===== src/rtl/pool_nl_pkg.sv =====
// Shared types and helpers for the pooling/nonlinear adder tree controller.
package pool_nl_pkg;

  typedef enum logic [1:0] {
    IDLE  = 2'd0,
    FEED  = 2'd1,
    DRAIN = 2'd2,
    OUT   = 2'd3
  } adder_ctrl_state_t;

  // Register stages between the tree's MAC input and adder_tree_out.
  localparam int ADDER_TREE_LAT = 5;

  // The tree is built for exactly this many inputs.
  localparam int TREE_N_PE = 32;

  // Mask with the low n bits set. A count of 0 selects every PE.
  function automatic logic [TREE_N_PE-1:0] pe_mask(input logic [$clog2(TREE_N_PE):0] n);
    logic [TREE_N_PE-1:0] m;
    int                   n_eff;
    n_eff = (n == '0) ? TREE_N_PE : int'(n);
    for (int i = 0; i < TREE_N_PE; i++) begin
      m[i] = (i < n_eff);
    end
    return m;
  endfunction

endpackage


===== src/rtl/adder_tree_ctrl_tag_pipe.sv =====
// Enable-gated valid shift register that tracks which tree stages hold a real beat.
module tag_pipe #(
  parameter int DEPTH = 5
) (
  input  logic clk,
  input  logic rst,
  input  logic en,
  input  logic din,
  output logic tag_last
);

  logic [DEPTH-1:0] tags;

  genvar gi;
  generate
    for (gi = 0; gi < DEPTH; gi++) begin : g_stage
      // Each stage advances together with the tree pipeline.
      always_ff @(posedge clk or negedge rst) begin
        if (!rst) begin
          tags[gi] <= 1'b0;
        end else if (en) begin
          if (gi == 0) begin
            tags[gi] <= din;
          end else begin
            tags[gi] <= tags[(gi == 0) ? 0 : gi-1];
          end
        end
      end
    end
  endgenerate

  assign tag_last = tags[DEPTH-1];

endmodule


===== src/rtl/adder_tree_ctrl.sv =====
// Sequencing controller for the pool/NL adder tree: admits one MAC vector per
// pass, tracks beats through the tree, accumulates tree outputs, and returns one
// reduced result per job. Optional macro ACC_SAT_EN selects saturating
// accumulation and output narrowing; otherwise both wrap.
`ifndef N_PE
`define N_PE 32
`endif
`ifndef WID_PE_BITS
`define WID_PE_BITS 16
`endif

module adder_tree_ctrl
  import pool_nl_pkg::*;
#(
  parameter int N_PE   = `N_PE,
  parameter int WID    = `WID_PE_BITS,
  parameter int PASS_W = 8
) (
  input  logic                      clk,
  input  logic                      rst,
  input  logic                      job_start,
  input  logic [$clog2(N_PE):0]     job_n_pe,
  input  logic [PASS_W-1:0]         job_n_pass,
  input  logic                      in_valid,
  output logic                      in_ready,
  output logic                      adder_enable,
  output logic [N_PE-1:0]           mac_enable,
  input  logic signed [WID-1:0]     adder_tree_out,
  output logic                      out_valid,
  input  logic                      out_ready,
  output logic signed [WID-1:0]     out_data,
  output logic                      busy
);

  localparam int ACC_W = WID + PASS_W;

  adder_ctrl_state_t        state, state_next;
  logic [N_PE-1:0]          pe_mask_q;
  logic [PASS_W-1:0]        n_pass_q;
  logic [PASS_W-1:0]        accepted;
  logic [PASS_W-1:0]        retired;
  logic signed [ACC_W-1:0]  acc;
  logic signed [ACC_W-1:0]  acc_next;
  logic signed [WID-1:0]    acc_narrow;
  logic                     accept;
  logic                     tag_out;
  logic                     last_retire;

  assign accept      = in_valid && in_ready;
  assign last_retire = tag_out && (retired == n_pass_q - 1'b1);
  assign mac_enable  = accept ? pe_mask_q : '0;

  tag_pipe #(
    .DEPTH (ADDER_TREE_LAT)
  ) u_tag_pipe (
    .clk      (clk),
    .rst      (rst),
    .en       (adder_enable),
    .din      (accept),
    .tag_last (tag_out)
  );

  // State register.
  always_ff @(posedge clk or negedge rst) begin
    if (!rst) begin
      state <= IDLE;
    end else begin
      state <= state_next;
    end
  end

  // Next-state and handshake outputs.
  always_comb begin
    state_next   = state;
    in_ready     = 1'b0;
    adder_enable = 1'b0;
    out_valid    = 1'b0;
    case (state)
      IDLE: begin
        if (job_start) state_next = FEED;
      end
      FEED: begin
        adder_enable = 1'b1;
        in_ready     = (accepted < n_pass_q);
        if (in_valid && in_ready && (accepted == n_pass_q - 1'b1)) state_next = DRAIN;
      end
      DRAIN: begin
        adder_enable = 1'b1;
        if (last_retire) state_next = OUT;
      end
      OUT: begin
        out_valid = 1'b1;
        if (out_ready) state_next = IDLE;
      end
      default: state_next = IDLE;
    endcase
  end

`ifdef ACC_SAT_EN
  localparam logic signed [ACC_W-1:0] ACC_MAX = {1'b0, {(ACC_W-1){1'b1}}};
  localparam logic signed [ACC_W-1:0] ACC_MIN = {1'b1, {(ACC_W-1){1'b0}}};
  localparam logic signed [WID-1:0]   OUT_MAX = {1'b0, {(WID-1){1'b1}}};
  localparam logic signed [WID-1:0]   OUT_MIN = {1'b1, {(WID-1){1'b0}}};

  logic signed [ACC_W:0]   sum_wide;
  logic [ACC_W-WID:0]      acc_hi;

  // One extra bit exposes overflow; clamp to the accumulator bounds.
  always_comb begin
    sum_wide = {acc[ACC_W-1], acc} + {{(PASS_W+1){adder_tree_out[WID-1]}}, adder_tree_out};
    if (sum_wide[ACC_W] != sum_wide[ACC_W-1]) begin
      acc_next = sum_wide[ACC_W] ? ACC_MIN : ACC_MAX;
    end else begin
      acc_next = sum_wide[ACC_W-1:0];
    end
  end

  // Narrow to WID, clamping when the upper bits are not pure sign extension.
  always_comb begin
    acc_hi = acc[ACC_W-1:WID-1];
    if ((&acc_hi) || !(|acc_hi)) begin
      acc_narrow = acc[WID-1:0];
    end else begin
      acc_narrow = acc[ACC_W-1] ? OUT_MIN : OUT_MAX;
    end
  end
`else
  // Wrapping accumulate and plain truncation.
  always_comb begin
    acc_next   = acc + {{PASS_W{adder_tree_out[WID-1]}}, adder_tree_out};
    acc_narrow = acc[WID-1:0];
  end
`endif

  assign out_data = out_valid ? acc_narrow : '0;

  // Job registers, beat counters and accumulator.
  always_ff @(posedge clk or negedge rst) begin
    if (!rst) begin
      pe_mask_q <= '0;
      n_pass_q  <= '0;
      accepted  <= '0;
      retired   <= '0;
      acc       <= '0;
    end else if (state == IDLE) begin
      if (job_start) begin
        pe_mask_q <= pe_mask(job_n_pe);
        n_pass_q  <= (job_n_pass == '0) ? PASS_W'(1) : job_n_pass;
        accepted  <= '0;
        retired   <= '0;
        acc       <= '0;
      end
    end else begin
      if (accept) accepted <= accepted + 1'b1;
      if (tag_out) begin
        retired <= retired + 1'b1;
        acc     <= acc_next;
      end
    end
  end

  // Registered busy flag tracking the upcoming state.
  always_ff @(posedge clk or negedge rst) begin
    if (!rst) begin
      busy <= 1'b0;
    end else begin
      busy <= (state_next != IDLE);
    end
  end

endmodule


===== config.mk =====
export PLATFORM = sky130hd
export DESIGN_NAME = adder_tree_ctrl
export DESIGN_NICKNAME = d
export VERILOG_FILES = /design/src/rtl/pool_nl_pkg.sv /design/src/rtl/adder_tree_ctrl_tag_pipe.sv /design/src/rtl/adder_tree_ctrl.sv
export SDC_FILE = /design/constraint.sdc
export NUM_CORES = 1
export LEC_CHECK = 0
export ABC_AREA = 0
export ABC_CLOCK_PERIOD_IN_PS = 5600
export CORE_UTILIZATION = 55
export DETAILED_ROUTE_END_ITERATION = 12
export GPL_TIMING_DRIVEN = 0
export HOLD_SLACK_MARGIN = 0.08
export PLACE_DENSITY = 0.83
export SETUP_SLACK_MARGIN = 0.3
export SLEW_MARGIN = 5
export SYNTH_ARGS = -nofsm -noshare
export SYNTH_HDL_FRONTEND = slang
export SYNTH_SLANG_ARGS = --single-unit

===== constraint.sdc =====
create_clock -name clk -period 5.6 [get_ports clk]
set_input_delay 0.84 -clock clk [delete_from_list [all_inputs] [get_ports clk]]
set_output_delay 0.84 -clock clk [all_outputs]
set_load 0.05 [all_outputs]

==> results of run 1 <==
-- worst max-delay path: stages, from the launching register on --
cell and delay, ps:
sky130_fd_sc_hd__dfrtp_1 440, sky130_fd_sc_hd__inv_1 100, sky130_fd_sc_hd__ha_1 290, sky130_fd_sc_hd__o21ai_0 160, sky130_fd_sc_hd__a21oi_1 80, sky130_fd_sc_hd__a2111oi_0 560
sky130_fd_sc_hd__o2111a_1 530, sky130_fd_sc_hd__clkbuf_1 340, sky130_fd_sc_hd__and2_1 190, sky130_fd_sc_hd__clkdlybuf4s50_1 830
-- how the worst min path moves through the flow --
stage / endpoint / slack [ps] / start / depth (start not counted)
finish: acc[4] / 410 / rst / 1
global placement: pe_mask_q[0] / 440 / pe_mask_q[0] / 1
detailed placement: pe_mask_q[19] / 450 / pe_mask_q[19] / 2
CTS: acc[1] / 430 / rst / 1
floorplan: pe_mask_q[0] / 430 / pe_mask_q[0] / 1
global route: acc[3] / 440 / rst / 1
-- per-layer routing --
| metal | wire length (um) | vias up |
|---|---|---|
| met4 | 190 | 0 |
| met1 | 5380 | 2162 |
| met5 | 0 | - |
| li1 | - | 2117 |
| met3 | 569 | 23 |
| met2 | 5920 | 144 |
-- through the flow --
step / instances / setup slack (ps) / hold slack (ps) / instance area (um^2)
3_3_place_gp: 739 / 961 / 441 / 5870
6_report: 756 / 869 / 410 / 6090
3_5_place_dp: 740 / 1320 / 454 / 5890
4_1_cts: 756 / 903 / 427 / 6090
2_1_floorplan: 547 / 2370 / 425 / 4890
5_1_grt: 756 / 502 / 443 / 6090
-- power groups by stage --
stage / Sequential, mW / Clock (mW) / Combinational [mW]
2_1_floorplan: 0.747 / 0 / 0.469
3_3_place_gp: 0.775 / 0 / 0.575
3_5_place_dp: 0.780 / 0 / 0.612
4_1_cts: 0.768 / 0.444 / 0.616
5_1_grt: 0.782 / 0.468 / 0.692
6_report: 0.770 / 0.444 / 0.619
-- cell families (layout without fill, tap and decap cells) --
logic type      count (synthesis)  count (layout)  share of synthesized area (%)
compound gates                132             132                           16.4
xor+xnor                       35              35                           6.83
fa+ha+maj                      31              31                           8.08
buf+inv                        46             147                           3.53
flops                          80              80                           40.9
mux                             8               8                           1.76
simple gates                  215             215                           22.5
-- layout make-up --
class	instances	share of cell area [%]
multi-input combinational	421	44.6
tap	108	2.22
clock buffer	9	2.03
inverter	22	1.35
clock inverter	7	1.27
sequential	80	32.8
timing repair buffer	85	14.2
buffer	24	1.48
-- state kept, by name (all words and copies together) (netlist names), 2 cells and up --
signal and cells:
pe_mask_q 32, acc 16, n_pass_q 8, u_tag_pipe.tags 4
retired 8, state 2, accepted 8
-- cells in the final DEF (no fill, tap or decap), drive strengths merged, types with 4 or more instances in the layout --
cell type      instances
or3                    4
a21o                   8
mux2                   5
inv                   25
nor2                  33
and3                   5
xnor2                 21
xor2                  12
nand4                  7
clkbuf                32
clkdlybuf4s50         83
nand2                 59
a21oi                 22
a211oi                 6
or2                    4
a31oi                 11
nor3                  11
a22o                   5
o211ai                 5
o21ai                 59
ha                    30
nor4                   5
and2                  51
dfrtp                 80
nand3                 24
==> results.txt, run 1 <==
----------------------------------------------------
[Min path]
  Worst hold path class ... input port to asynchronous set/reset pin

[Clock network]
  Clock sink count ... 80
  CTS H-Tree Depth ... 3
  Clock slew at the register clock pins of the worst setup and hold paths ... 100 ps
  Total CTS buffers ... 9
  Maximum count of clock buffers along a single path ... 2
  Root Driver ... sky130_fd_sc_hd__clkbuf_8
  Latest clock arrival within the worst-skew pair ... 360 ps
  Number of gates resized after CTS ... 0
  Post CTS Setup Buffer Count ... 0
  Count of hold buffers inserted by post-cts repair ... 0
  TritonCTS clock tree ... done

[Final layout]
  Final Core Density ... a little over two thirds
  # diodes ... 0
  Area occupied by registers ... 2000 um^2
  Combined area of the multi-input logic cells ... 2720 um^2
  Fill cells ... 658
  Fraction of layout cells with a size suffix above 1 ... 4.48%
  Synth-to-layout area growth ... 24.6%
  Count of nets after finishing ... 709

[Setup path]
  Type of destination of the critical path ... primary output
  Worst-path fanout max ... 10
  Worst setup path startpoint ... n_pass_q[2]
  Endpoint required time on the critical path ... 4760 ps
  Endpoint arrival time on the critical path ... between 3000 and 4000 ps
  Setup slack, reg-to-reg ... 2600 ps
  Endpoint of the most critical setup path ... mac_enable[8]
  Worst R2R End ... accepted[2]
  Reg-to-reg critical path startpoint ... n_pass_q[2]
  Startpoint type of the worst setup path ... register
  Crit Path Class ... register to primary output
  Worst r2r path cells ... 10

[Synth]
  Combined area of all synthesized cells ... approximately 4900 um^2
  Top flip-flop cell by instance count after synthesis ... sky130_fd_sc_hd__dfrtp_1
  Sequential share of the synthesized area ... between 40% and 50%
  Average footprint of a synthesized cell ... 8.94 um^2
  Synthesized net count ... 613
  Number of instances in the synthesized netlist ... 547
  Top area cells in the synthesized netlist ... sky130_fd_sc_hd__dfrtp_1, sky130_fd_sc_hd__ha_1, sky130_fd_sc_hd__and2_1, sky130_fd_sc_hd__o21ai_0, sky130_fd_sc_hd__nand2_1
  Register bit count reported by yosys ... 80
  Share of the synthesized area in the top cell type ... 40.9%
  Cell type contributing the most total cell area after synthesis ... sky130_fd_sc_hd__dfrtp_1
  Synth warn ... 0
  EDFF count, synth ... 0
  Synth cell count leaders ... sky130_fd_sc_hd__dfrtp_1, sky130_fd_sc_hd__nand2_1, sky130_fd_sc_hd__o21ai_0, sky130_fd_sc_hd__and2_1, sky130_fd_sc_hd__nor2_1
  Cell variety after synth ... between 40 and 50
  Proportion of synthesized flip-flops having asynchronous set or reset ... 100%
  Most common cell in the netlist ... sky130_fd_sc_hd__dfrtp_1

[Floorplan]
  IO Pins ... 87
  DIE AREA ... approximately 9000 um^2
  Starting Density ... 56.4%
  Floorplan row count ... 34
  Core Footprint ... 8680 um^2
  Floorplan die height ... between 90 and 100 um
  Die W ... a little under 100 um

[Pwr]
  Maximum ir drop on the vdd rail ... roughly 170 uV
  Power spent charging and discharging nets ... 0.667 mW
  Internal power summed over all cells ... approximately 1.2 mW
  Total Power ... 1.83 mW
  Relative contribution of sequential cells to total power ... between 40% and 50%
  Net Sw Frac ... 36.4%
  Gate power share ... 33.8%
  Power density normalized to cell area ... roughly 300 nW/um^2
  Clock network fraction of design power ... 24.2%
  Leakage power total ... about 2.7 nW

[Global route]
  Gr ovfl total ... 0
  Met2 GRT Util ... 46.7%
  Global-route met3 utilization ... 3.71%
  Vias in the first global route ... 4,173
  Antenna violations before repair ... 0
  Global router's overall resource usage ... 27.9%
  Global Route met1 Usage ... between 30% and 40%
  Largest net degree at the start of global routing ... 49
  Wire length of the first global-routing pass ... around 20 mm
  Peak-usage layer in the global routing report ... met2

[Route]
  Total vias in the final route ... ~4,400
  Remaining number of nets flagged by the antenna check after routing ... 0
  Post-DR wirelength/cell ... 16.0 um
  Via-per-instance ratio ... 5.88
  Drt first-iter violations ... 190
  Total wirelength of the detailed-routed design ... roughly 12 mm
  Remaining DRCs ... 0
  Number of optimization iterations in the first detailed-route pass ... 5

[STA]
  Number of pins exceeding their max-slew limit in the final report ... 0
  Measured slew at the worst slew-check pin ... 599 ps
  Max Freq ... about 210 MHz
  Max Clock Skew ... 18.6 ps
  Fin crit period ... 4730 ps
  Part of the cycle the worst path needs ... a little over four fifths
  Setup repair after global routing missed its margin ... false
  # setup viols final ... 0
  Hold Fails Final Rpt ... 0
  Slew HR ... 59.0%
  Total negative slack ... 0 ps

[Place]
  DP Wirelength ... 9.02 mm
  Count of buffers inserted at the top-level ports ... between 80 and 90
  RD Place Congestion ... approximately 0.96

[Job]
  Maxcap violations ... 0

[Status]
  Status ... complete, no violations

----------------------------------------------------
No activity file was read; power rests on OpenSTA's default activity.
==> inputs of run 2 (changes only) <==
Settings changed: ABC_CLOCK_PERIOD_IN_PS 5600 to 4500, CORE_UTILIZATION 55 to 53, PLACE_DENSITY 0.83 to 0.8.
Clock period 5.6 ns to 4.5 ns, I/O delays scaled along.
==> run 2 against run 1 <==
Against the previous run: the flow now finishes with violations (DRC); sequential cell count unchanged; count of clock-buffer cells in the layout unchanged; worst setup slack got worse by 250 ps; core utilization fell by 2.5 points; power up 29%; critical endpoint is now mac_enable[1]; highest routed layer unchanged.
==> results.txt, run 2 (same netlist as run 1, synthesis figures left out) <==
----------------------------------------------------
[Final layout]
  Number of cells in the finished layout apart from fillers ... 756 (unchanged)
  Count of nets after finishing ... 709 (unchanged)
  Final Core Density ... 67.7% (-2.5 points)
  Registers with the highest flip-flop counts ... pe_mask_q: 32 flops, acc: 16 flops
  Fill cells ... 722 (+9.7%)
  Number of flip-flops under the largest register name ... 32 (unchanged)
  Commonest non-fill, non-tap cell in the layout ... sky130_fd_sc_hd__dfrtp_1
  Fraction of layout cells with a size suffix above 1 ... 9.26% (+4.8 points)
  Most used cells in the layout excluding fill and tap cells ... sky130_fd_sc_hd__dfrtp_1, sky130_fd_sc_hd__nand2_1, sky130_fd_sc_hd__o21ai_0
  Register bank with the most flops ... pe_mask_q
  # diodes ... 0 (unchanged)
  Synth-to-layout area growth ... 22.5%

[Place]
  RD Place Congestion ... 0.905 (-5.9%)
  Placed cell count ... 740 (unchanged)
  DP Wirelength ... 8.95 mm (-0.79%)
  Worst slack at placement ... 387 ps (-932 ps)
  Count of buffers inserted at the top-level ports ... 84 (unchanged)

[Route]
  Remaining DRCs ... 3 (+3)
  Post-DR wirelength/cell ... 15.9 um (about the same)
  Total wirelength of the detailed-routed design ... 12.1 mm (about the same)
  Drt first-iter violations ... 270 (+42%)
  Total vias in the final route ... 4,288 (-3.6%)
  Remaining number of nets flagged by the antenna check after routing ... 0 (unchanged)
  Number of optimization iterations in the first detailed-route pass ... 9 (+4)
  Via-per-instance ratio ... 5.67 (-3.6%)

[Floorplan]
  Die W ... 98.1 um (+1.8%)
  DIE AREA ... 9620 um^2 (+3.7%)
  Floorplan row count ... 34 (unchanged)
  Starting Density ... 55.3% (-1.1 points)
  Core Footprint ... 8850 um^2 (+2.0%)
  Floorplan die height ... 98.1 um (+1.8%)
  IO Pins ... 87 (unchanged)

[Clock network]
  Root Driver ... sky130_fd_sc_hd__clkbuf_8
  Total CTS buffers ... 9 (unchanged)
  Latest clock arrival within the worst-skew pair ... 350 ps (about the same)
  Clock slew at the register clock pins of the worst setup and hold paths ... 90 ps (about the same)
  Count of hold buffers inserted by post-cts repair ... 0 (unchanged)
  Maximum count of clock buffers along a single path ... 2 (unchanged)
  Post CTS Setup Buffer Count ... 0 (unchanged)
  Clock sink count ... 80 (unchanged)
  CTS H-Tree Depth ... 3 (unchanged)
  TritonCTS clock tree ... done

[Global route]
  Wire length of the first global-routing pass ... 20.0 mm (+0.38%)
  Global router's overall resource usage ... 26.0% (-1.8 points)
  Largest net degree at the start of global routing ... 71 (+45%)
  Gr ovfl total ... 0 (unchanged)
  Vias in the first global route ... 4,168 (-0.12%)
  Antenna violations before repair ... 0 (unchanged)

[Pwr]
  Gate power share ... 32.1% (-1.7 points)
  Clock network fraction of design power ... 27.5% (+3.3 points)
  Relative contribution of sequential cells to total power ... 40.4% (-1.6 points)
  Leakage power total ... 2.81 nW (+3.5%)
  Internal power summed over all cells ... 1.56 mW (+34%)
  Net Sw Frac ... 34.2% (-2.2 points)
  Maximum ir drop on the vdd rail ... 198 uV (+18%)
  Power spent charging and discharging nets ... 0.809 mW (+21%)
  Power density normalized to cell area ... 395 nW/um^2 (+31%)
  Total Power ... 2.37 mW (+29%)

[Setup path]
  Crit Path Class ... register to primary output
  Endpoint arrival time on the critical path ... 3200 ps (-690 ps)
  Library cell contributing the largest single delay on the critical path ... sky130_fd_sc_hd__a2111oi_0
  Critical path's top delay family ... compound AO/OA/AOI/OAI gates
  Slowest Stage Delay on Critical Path ... 530 ps (-300 ps)
  Endpoint required time on the critical path ... 3830 ps (-930 ps)
  Type of destination of the critical path ... primary output
  Reg-to-reg critical path startpoint ... n_pass_q[2]
  Startpoint type of the worst setup path ... register
  Count of buffer and inverter cells on the critical path ... 3 (unchanged)
  Worst setup path startpoint ... n_pass_q[2]
  Worst-path fanout max ... 10 (unchanged)
  Ordered list of cells on the worst path ... inv_1, ha_1, o21ai_0, a21oi_1, a2111oi_0, o2111a_2, clkbuf_1, and2_1, clkbuf_2

[STA]
  Fin crit period ... 3880 ps
  Setup WS post-layout ... 622 ps (-247 ps)
  Measured slew at the worst slew-check pin ... 563 ps (-36.5 ps)
  Setup repair after global routing missed its margin ... false
  Max Clock Skew ... 9.41 ps (-9.19 ps)
  Max Freq ... around 260 MHz
  Part of the cycle the worst path needs ... 86.2%
  Slew HR ... 61.5% (+2.5 points)
  Hold Fails Final Rpt ... 0 (unchanged)
  Post-Route Hold Slack ... 169 ps (-242 ps)
  Number of pins exceeding their max-slew limit in the final report ... 0 (unchanged)
  # setup viols final ... 0 (unchanged)

[Job]
  Maxcap violations ... 0 (unchanged)

[Status]
  Violated checks ... DRC
  Status ... finished with violations

[Min path]
  Worst hold path class ... input port to asynchronous set/reset pin

----------------------------------------------------
==> run 2: cell count changes in the layout (fill, tap and decap cells not counted) <==
cell,delta
sky130_fd_sc_hd__clkdlybuf4s50_1,-32
sky130_fd_sc_hd__o2111a_1,-1
sky130_fd_sc_hd__dlymetal6s2s_1,+2
sky130_fd_sc_hd__clkinv_4,+1
sky130_fd_sc_hd__inv_6,-3
sky130_fd_sc_hd__clkbuf_2,+30
sky130_fd_sc_hd__o2111a_2,+1
sky130_fd_sc_hd__bufinv_16,+2
==> run 2: layout make-up <==
type / instances / area, um^2 / area share, %
Clock inverter: 7 / 120 / 2.00
Sequential cell: 80 / 2000 / 33.4
Multi-Input combinational cell: 421 / 2720 / 45.4
Timing Repair Buffer: 85 / 721 / 12.0
Clock buffer: 9 / 124 / 2.07
Buffer: 24 / 90.1 / 1.50
Tap cell: 108 / 135 / 2.25
Inverter: 22 / 82.6 / 1.38
==> run 2: final timing paths <==
check                                end  slack, ps  depth (start not counted)
setup / recovery           mac_enable[1]        620                          9
hold / removal                    acc[5]        170                          1
setup reg to reg             accepted[4]       1580                         10
hold reg to reg            pe_mask_q[19]        470                          2
max in group asynchronous  pe_mask_q[29]       3740                          2
min in group clk           pe_mask_q[19]        470                          2
==> run 2: worst reg2reg max path, stage by stage, from the launching register on <==
cell and delay (ps):
sky130_fd_sc_hd__dfrtp_1 450, sky130_fd_sc_hd__inv_1 120, sky130_fd_sc_hd__ha_1 290, sky130_fd_sc_hd__o21ai_0 160, sky130_fd_sc_hd__a21oi_1 80, sky130_fd_sc_hd__a2111oi_0 530, sky130_fd_sc_hd__o2111a_2 450, sky130_fd_sc_hd__and2_1 160
sky130_fd_sc_hd__clkbuf_1 280, sky130_fd_sc_hd__a21oi_1 130, sky130_fd_sc_hd__o21ai_0 180
==> run 2: timing repair <==
| action | CTS | global route |
|---|---|---|
| endpoints found under the setup margin | 30 | 32 |
| endpoints found under the hold margin | 0 | 0 |
| resized for setup | 31 | 62 |
==> run 2: power groups by stage <==
| stage | Clock, mW | Sequential, mW | Combinational [mW] |
|---|---|---|---|
| final | 0.652 | 0.955 | 0.760 |
| after global routing | 0.683 | 0.969 | 0.854 |
| after CTS | 0.657 | 0.953 | 0.757 |
| after detailed placement | 0 | 0.968 | 0.752 |
| after global placement | 0 | 0.959 | 0.714 |
| after floorplan | 0 | 0.930 | 0.584 |
==> run 2: stage by stage <==
stage | area [um^2] | TNS (ps)
after floorplan | 4890 | 0
after global placement | 5870 | -5040
after detailed placement | 5890 | 0
after CTS | 6100 | 0
after global routing | 5990 | 0
final | 5990 | 0
==> run 2: routing by layer <==
| layer | global-route usage, % | wire [um] | up-vias |
|---|---|---|---|
| li1 | - | - | 2098 |
| met1 | 35.2 | 5410 | 2052 |
| met2 | 43.2 | 5890 | 119 |
| met3 | 2.93 | 522 | 19 |
| met4 | 9.56 | 240 | 0 |
| met5 | 0 | 0 | - |
